File: src/rtl/regfile_write_arbiter.sv
// Shares the register file write port among NUM_REQ writeback sources with a one-cycle registered output.
// Build macro RR_ARB_EN selects round-robin arbitration; when it is undefined, the lowest valid index always wins.
module regfile_write_arbiter #(
  parameter int NUM_REQ = 3,
  parameter int DATA_W  = 32,
  parameter int ADDR_W  = 5,
  parameter int STALL_W = 16
) (
  input  logic                      clk,
  input  logic                      rst,
  input  logic [NUM_REQ-1:0]        req_valid,
  input  logic [NUM_REQ*ADDR_W-1:0] req_addr,
  input  logic [NUM_REQ*DATA_W-1:0] req_data,
  output logic [NUM_REQ-1:0]        req_ready,
  output logic                      RegWrite,
  output logic [ADDR_W-1:0]         regw_address,
  output logic [DATA_W-1:0]         write_data,
  output logic [STALL_W-1:0]        stall_cnt
);

  localparam int PTR_W = (NUM_REQ > 1) ? $clog2(NUM_REQ) : 1;

  logic [NUM_REQ-1:0] grant_s;
  logic               found_s;
  logic [PTR_W-1:0]   win_idx_s;
  logic [ADDR_W-1:0]  win_addr_s;
  logic [DATA_W-1:0]  win_data_s;
  logic               xfer_s;
  logic               stall_hit_s;

  logic               regwrite_q, regwrite_d;
  logic [ADDR_W-1:0]  addr_q, addr_d;
  logic [DATA_W-1:0]  data_q, data_d;
  logic [STALL_W-1:0] stall_q, stall_d;

`ifdef RR_ARB_EN
  logic [PTR_W-1:0]   rr_ptr_q, rr_ptr_d;

  // Round-robin search starting at rr_ptr, wrapping modulo NUM_REQ.
  always_comb begin
    grant_s = '0;
    found_s = 1'b0;
    for (int k = 0; k < NUM_REQ; k++) begin
      if (!found_s && req_valid[(int'(rr_ptr_q) + k) % NUM_REQ]) begin
        grant_s[(int'(rr_ptr_q) + k) % NUM_REQ] = 1'b1;
        found_s = 1'b1;
      end else begin
        found_s = found_s;
      end
    end
  end

  // Pointer advances past the winner; holds when nothing transfers.
  always_comb begin
    rr_ptr_d = rr_ptr_q;
    if (xfer_s) begin
      if (win_idx_s == PTR_W'(NUM_REQ - 1)) begin
        rr_ptr_d = '0;
      end else begin
        rr_ptr_d = win_idx_s + PTR_W'(1);
      end
    end else begin
      rr_ptr_d = rr_ptr_q;
    end
  end

  // Round-robin pointer register.
  always_ff @(posedge clk) begin
    if (rst) begin
      rr_ptr_q <= '0;
    end else begin
      rr_ptr_q <= rr_ptr_d;
    end
  end
`else
  // Fixed priority: the lowest valid index wins.
  always_comb begin
    grant_s = '0;
    found_s = 1'b0;
    for (int k = 0; k < NUM_REQ; k++) begin
      if (!found_s && req_valid[k]) begin
        grant_s[k] = 1'b1;
        found_s    = 1'b1;
      end else begin
        found_s = found_s;
      end
    end
  end
`endif

  // The grant is gated off during reset so nothing transfers while rst is high.
  assign req_ready = rst ? '0 : grant_s;
  assign xfer_s    = |req_ready;

  // Encode the one-hot grant and select the winning payload.
  always_comb begin
    win_idx_s = '0;
    for (int i = 0; i < NUM_REQ; i++) begin
      win_idx_s = win_idx_s | (grant_s[i] ? PTR_W'(i) : PTR_W'(0));
    end
    win_addr_s = req_addr[int'(win_idx_s)*ADDR_W +: ADDR_W];
    win_data_s = req_data[int'(win_idx_s)*DATA_W +: DATA_W];
  end

  assign stall_hit_s = |(req_valid & ~req_ready);

  // Output stage next state: writes to $zero are consumed but not enabled.
  always_comb begin
    regwrite_d = 1'b0;
    addr_d     = addr_q;
    data_d     = data_q;
    stall_d    = stall_q;
    if (xfer_s) begin
      regwrite_d = (win_addr_s != '0);
      addr_d     = win_addr_s;
      data_d     = win_data_s;
    end else begin
      regwrite_d = 1'b0;
    end
    if (stall_hit_s && (stall_q != {STALL_W{1'b1}})) begin
      stall_d = stall_q + STALL_W'(1);
    end else begin
      stall_d = stall_q;
    end
  end

  // Output and stall counter registers.
  always_ff @(posedge clk) begin
    if (rst) begin
      regwrite_q <= 1'b0;
      addr_q     <= '0;
      data_q     <= '0;
      stall_q    <= '0;
    end else begin
      regwrite_q <= regwrite_d;
      addr_q     <= addr_d;
      data_q     <= data_d;
      stall_q    <= stall_d;
    end
  end

  assign RegWrite     = regwrite_q;
  assign regw_address = addr_q;
  assign write_data   = data_q;
  assign stall_cnt    = stall_q;

endmodule
File: config.mk
export PLATFORM = sky130hd
export DESIGN_NAME = regfile_write_arbiter
export DESIGN_NICKNAME = d
export VERILOG_FILES = /design/src/rtl/regfile_write_arbiter.sv
export SDC_FILE = /design/constraint.sdc
export NUM_CORES = 1
export LEC_CHECK = 0
export CAP_MARGIN = 10
export CORE_MARGIN = 5
export CORE_UTILIZATION = 35
export CTS_CLUSTER_DIAMETER = 80
export DETAILED_ROUTE_END_ITERATION = 12
export HOLD_SLACK_MARGIN = 0.06
export MAX_ROUTING_LAYER = met4
export PLACE_DENSITY = 0.77
export SLEW_MARGIN = 20
export SYNTH_ARGS = -nofsm -noshare
export SYNTH_HDL_FRONTEND = slang
export SYNTH_SLANG_ARGS = --single-unit
export TNS_END_PERCENT = 30
File: constraint.sdc
create_clock -name clk -period 1.6 [get_ports clk]
set_clock_uncertainty 0.1 [all_clocks]
set_input_delay 0.16 -clock clk [delete_from_list [all_inputs] [get_ports clk]]
set_output_delay 0.16 -clock clk [all_outputs]
set_load 0.02 [all_outputs]
==> results of run 1 <==
## cells in the mapped netlist, types with 2 or more instances
cell                       instances
sky130_fd_sc_hd__inv_1             2
sky130_fd_sc_hd__o211ai_1         23
sky130_fd_sc_hd__o211ai_2         11
sky130_fd_sc_hd__buf_4             3
sky130_fd_sc_hd__nand3_1           3
sky130_fd_sc_hd__o21ai_0           5
sky130_fd_sc_hd__clkbuf_1          8
sky130_fd_sc_hd__buf_2             9
sky130_fd_sc_hd__buf_6             7
sky130_fd_sc_hd__xnor2_1           9
sky130_fd_sc_hd__nand2_1          68
sky130_fd_sc_hd__nor3_1            2
sky130_fd_sc_hd__a211oi_1          6
sky130_fd_sc_hd__dfxtp_1          54
sky130_fd_sc_hd__and3_1            2
sky130_fd_sc_hd__a21oi_1          28
sky130_fd_sc_hd__nor2_1           20
sky130_fd_sc_hd__nand2b_1          2
sky130_fd_sc_hd__nand4_1           5
sky130_fd_sc_hd__a21oi_2          14
sky130_fd_sc_hd__nor4_1            2
sky130_fd_sc_hd__xor2_1            4
sky130_fd_sc_hd__and2_1            2
sky130_fd_sc_hd__nand2_2          12
sky130_fd_sc_hd__or3_1             2
sky130_fd_sc_hd__and4_1            2
sky130_fd_sc_hd__maj3_1            2
sky130_fd_sc_hd__mux2i_1          39
## logic make-up after synthesis
kind of cell	count (synthesis)	synth area share, %
simple gates	127	18.8
compound gates	93	22.6
xor+xnor	13	3.69
fa+ha+maj	3	1.06
buf+inv	30	6.09
mux	39	12.7
flops	54	35.1
## per-stage QoR
stage                     hold slack (ns)  power, mW
after floorplan                     0.264       1.97
after global placement              0.342       2.55
after detailed placement            0.347       2.57
after CTS                           0.285       3.35
after global routing                0.288       3.49
final                               0.305       3.31
## sequential cells by signal, summed over array words and instances (netlist names)
name,count
write_data,32
regw_address,5
RegWrite,1
stall_cnt,16
## power by group through the flow
stage          Combinational [mW]  Clock (mW)  Sequential, mW
2_1_floorplan               0.380           0            1.59
3_3_place_gp                 1.05           0            1.49
3_5_place_dp                 1.07           0            1.50
4_1_cts                      1.12       0.767            1.47
5_1_grt                      1.19       0.829            1.48
6_report                     1.11       0.737            1.47
## worst max-delay path: stages, from the launching register on
cell	delay (ns)
sky130_fd_sc_hd__dfxtp_4	0.37
sky130_fd_sc_hd__ha_4	0.13
sky130_fd_sc_hd__nand4_1	0.17
sky130_fd_sc_hd__buf_4	0.21
sky130_fd_sc_hd__or3_4	0.33
sky130_fd_sc_hd__mux2i_1	0.15
sky130_fd_sc_hd__nor2_1	0.06
## layout by cell type (no fill, tap or decap), types with 2 or more instances in the layout
| cell | count |
|---|---|
| sky130_fd_sc_hd__xor2_1 | 4 |
| sky130_fd_sc_hd__nand3_1 | 3 |
| sky130_fd_sc_hd__a211oi_1 | 3 |
| sky130_fd_sc_hd__and4_1 | 2 |
| sky130_fd_sc_hd__dfxtp_4 | 2 |
| sky130_fd_sc_hd__dlymetal6s2s_1 | 4 |
| sky130_fd_sc_hd__dfxtp_1 | 50 |
| sky130_fd_sc_hd__o211ai_2 | 11 |
| sky130_fd_sc_hd__nor2_4 | 2 |
| sky130_fd_sc_hd__a21oi_1 | 27 |
| sky130_fd_sc_hd__nor2_1 | 20 |
| sky130_fd_sc_hd__dlygate4sd2_1 | 19 |
| sky130_fd_sc_hd__buf_12 | 8 |
| sky130_fd_sc_hd__buf_4 | 40 |
| sky130_fd_sc_hd__clkdlybuf4s50_1 | 146 |
| sky130_fd_sc_hd__clkbuf_8 | 5 |
| sky130_fd_sc_hd__nand4_1 | 5 |
| sky130_fd_sc_hd__and3_1 | 2 |
| sky130_fd_sc_hd__buf_8 | 3 |
| sky130_fd_sc_hd__a21oi_2 | 15 |
| sky130_fd_sc_hd__nand2_2 | 12 |
| sky130_fd_sc_hd__o21ai_0 | 5 |
| sky130_fd_sc_hd__maj3_1 | 2 |
| sky130_fd_sc_hd__a211oi_2 | 2 |
| sky130_fd_sc_hd__xnor2_1 | 9 |
| sky130_fd_sc_hd__nand2_1 | 68 |
| sky130_fd_sc_hd__nor3_1 | 2 |
| sky130_fd_sc_hd__o211ai_1 | 23 |
| sky130_fd_sc_hd__dfxtp_2 | 2 |
| sky130_fd_sc_hd__mux2i_1 | 38 |
| sky130_fd_sc_hd__inv_1 | 2 |
## final cells by class
type	instances	area share, %
Timing Repair Buffer	224	40.9
Multi-Input combinational cell	276	35.1
Clock buffer	6	1.33
Tap cell	108	2.47
Inverter	2	0.137
Clock inverter	2	0.160
Sequential cell	54	19.9
## layer usage
layer / global-route usage [%] / up-vias
li1: - / 1684
met5: - / -
met1: 24.6 / 1618
met3: 5.22 / 5
met4: 3.05 / 0
met2: 34.9 / 134
## worst max-delay path by stage
stage,start,to,slack [ns],depth (start not counted)
floorplan,stall_cnt[12]$_SDFFE_PP0P_,stall_cnt[9]$_SDFFE_PP0P_,-0.02,5
global placement,req_valid[0],write_data[3]$_SDFFE_PP0P_,-0.64,6
detailed placement,req_valid[0],write_data[5]$_SDFFE_PP0P_,-0.73,6
CTS,stall_cnt[0]$_SDFFE_PP0P_,stall_cnt[8]$_SDFFE_PP0P_,-0.07,6
global route,stall_cnt[0]$_SDFFE_PP0P_,stall_cnt[10]$_SDFFE_PP0P_,-0.13,6
finish,stall_cnt[0]$_SDFFE_PP0P_,stall_cnt[10]$_SDFFE_PP0P_,-0.02,6
## timing repair
action | in CTS | in global routing
setup buffers | 6 | 0
resized for setup | 31 | 17
cloned | 2 | 0
pin swaps | 6 | 5
setup endpoints to repair | 72 | 21
==> results.ini, run 1 <==
[global_route]
number_of_global_route_vias_before_repair=3426
grt_use_total_pct=20.3
grt.overflow.total=0
grt_antenna_before_repair=0
grt_max_degree=28
grt_pass1_wl_microns=17800

[detailed_routing]
wl_per_cell_microns=16.7
route.vias.total=3441
route.top_layer_used=met4
final_antenna_net_count=0
dr.pass1.iters=4
met2_wirelength_microns=5740
finalWirelength_microns=11200
detail_route.drc_violations=0
wl_met1_microns=4770
route.detailed.vias_per_inst=5.12
route.met3.wl_microns=693
drt_first_iter_violations=109

[clock_network]
htree_levels=2
tritoncts_num_sinks=54
worstSkewPairLatency_ns=0.30
ctsRootBufferMaster=sky130_fd_sc_hd__clkbuf_8
tritoncts=built
clock_path_buffers=2
cts-buffers-inserted=5
ctsHoldBuffers=0
cts.clk_slew.worst_paths_ns=0.09

[pwr]
share_seq_of_total_power_pct=44.3
powerDensity_nw_per_um2=605
share_clk_of_total_power_pct=22.3
p_leak_nw=2.38
vdd_drop_max_v=0.000302
internal_power_mw=2.35
power_frac_comb_pct=33.5
netSwitchingPower_mw=0.957
switching_share_pct=28.9

[place]
detailed_place_hpwl_microns=8620
io_buffer_count=172
dpl_cell_area_sq_um=5210
preCtsSetupSlack_ns=-0.730
finalWeightedCongestion=0.869
place_inst=656

[layout]
num_antenna_cells=0
area_of_the_multi_input_gates_sq_um=1920
nets=680
final_layout_size_suffix_gt1_share_pct=21.5
register_area_sq_um=1090
areaGrowthSynthToFinish_pct=77.5
fillerInstances=772
final_cell_count_no_fill=672
final_core_utilization_pct=63.4
finalInstanceArea_sq_um=5470

[timing]
worst_slew_pin_slew_ns=0.593
final-setup-viol-count=2
rsz0062_at_grt=yes
minimum_period_implied_by_the_final_worst_setup_slack_ns=1.62
max_slew_margin_pct=60.4
max_freq_ghz=0.616
hold_viol_final=0
final.period_utilization_pct=101
fin_tns_setup_ns=-0.0247
finalMaxSlewViolations=0
final_critical_path_setup_slack_ns=-0.0236

[floorplanning]
start_util_pct=35.7
die_span_y_microns=104
die_w_microns=104
core_region_area_sq_um=8640
placementRows=34
num_io_pins=173
floorplan.die_area_sq_um=10800

[synth]
synth.cell_area_sq_um=3080
synth_seq_cells=54
synth_top_flop_cell=sky130_fd_sc_hd__dfxtp_1
synthesis.area_per_instance_sq_um=8.58
synth_cells=359
ys_types=41
synth-edff-count=0
proportion_of_synthesized_chip_area_in_sequential_cells_pct=35.1
net_count_synth=476
async_flop_share_pct=0
ys.warnings.count=0
synth_largest_type_area_fraction_pct=35.1
top_post_synthesis_cells_by_area=sky130_fd_sc_hd__dfxtp_1 35%, sky130_fd_sc_hd__mux2i_1 13%, sky130_fd_sc_hd__nand2_1 8.3%, sky130_fd_sc_hd__o211ai_1 5.6%, sky130_fd_sc_hd__a21oi_1 4.5%
synth_top_area_cell=sky130_fd_sc_hd__dfxtp_1

[setup_path]
critical_path.endpoint_type=register
path_class=reg2reg
crit_required_ns=1.69
worst_r2r_startpoint=stall_cnt[0]$_SDFFE_PP0P_
timing.rr.end=stall_cnt[10]$_SDFFE_PP0P_
worst_r2r_path_depth=6
worst_setup_path_start_kind=register
rrSetupSlack_ns=-0.02
critPathArrivalTime_ns=1.71
cp_max_fo=3

[outcome]
violations=negative setup slack
result_of_the_run=finished, violations left

[flow_run]
maxCapViolCount=0

[min_path]
hold_end=stall_cnt[5]$_SDFFE_PP0P_
hold_path_depth=3
timing.hold.worst.start=rst
hold_class=in2reg

No activity file was read; power rests on OpenSTA's default activity.
==> run 2: changes to the inputs <==
--- a/config.mk
+++ b/config.mk
@@ -13,7 +13,6 @@
 export HOLD_SLACK_MARGIN = 0.06
 export MAX_ROUTING_LAYER = met4
 export PLACE_DENSITY = 0.77
-export SLEW_MARGIN = 20
 export SYNTH_ARGS = -nofsm -noshare
 export SYNTH_HDL_FRONTEND = slang
 export SYNTH_SLANG_ARGS = --single-unit
==> results of run 2 <==
No change in the layout: final DEF, timing and power equal those of run 1.
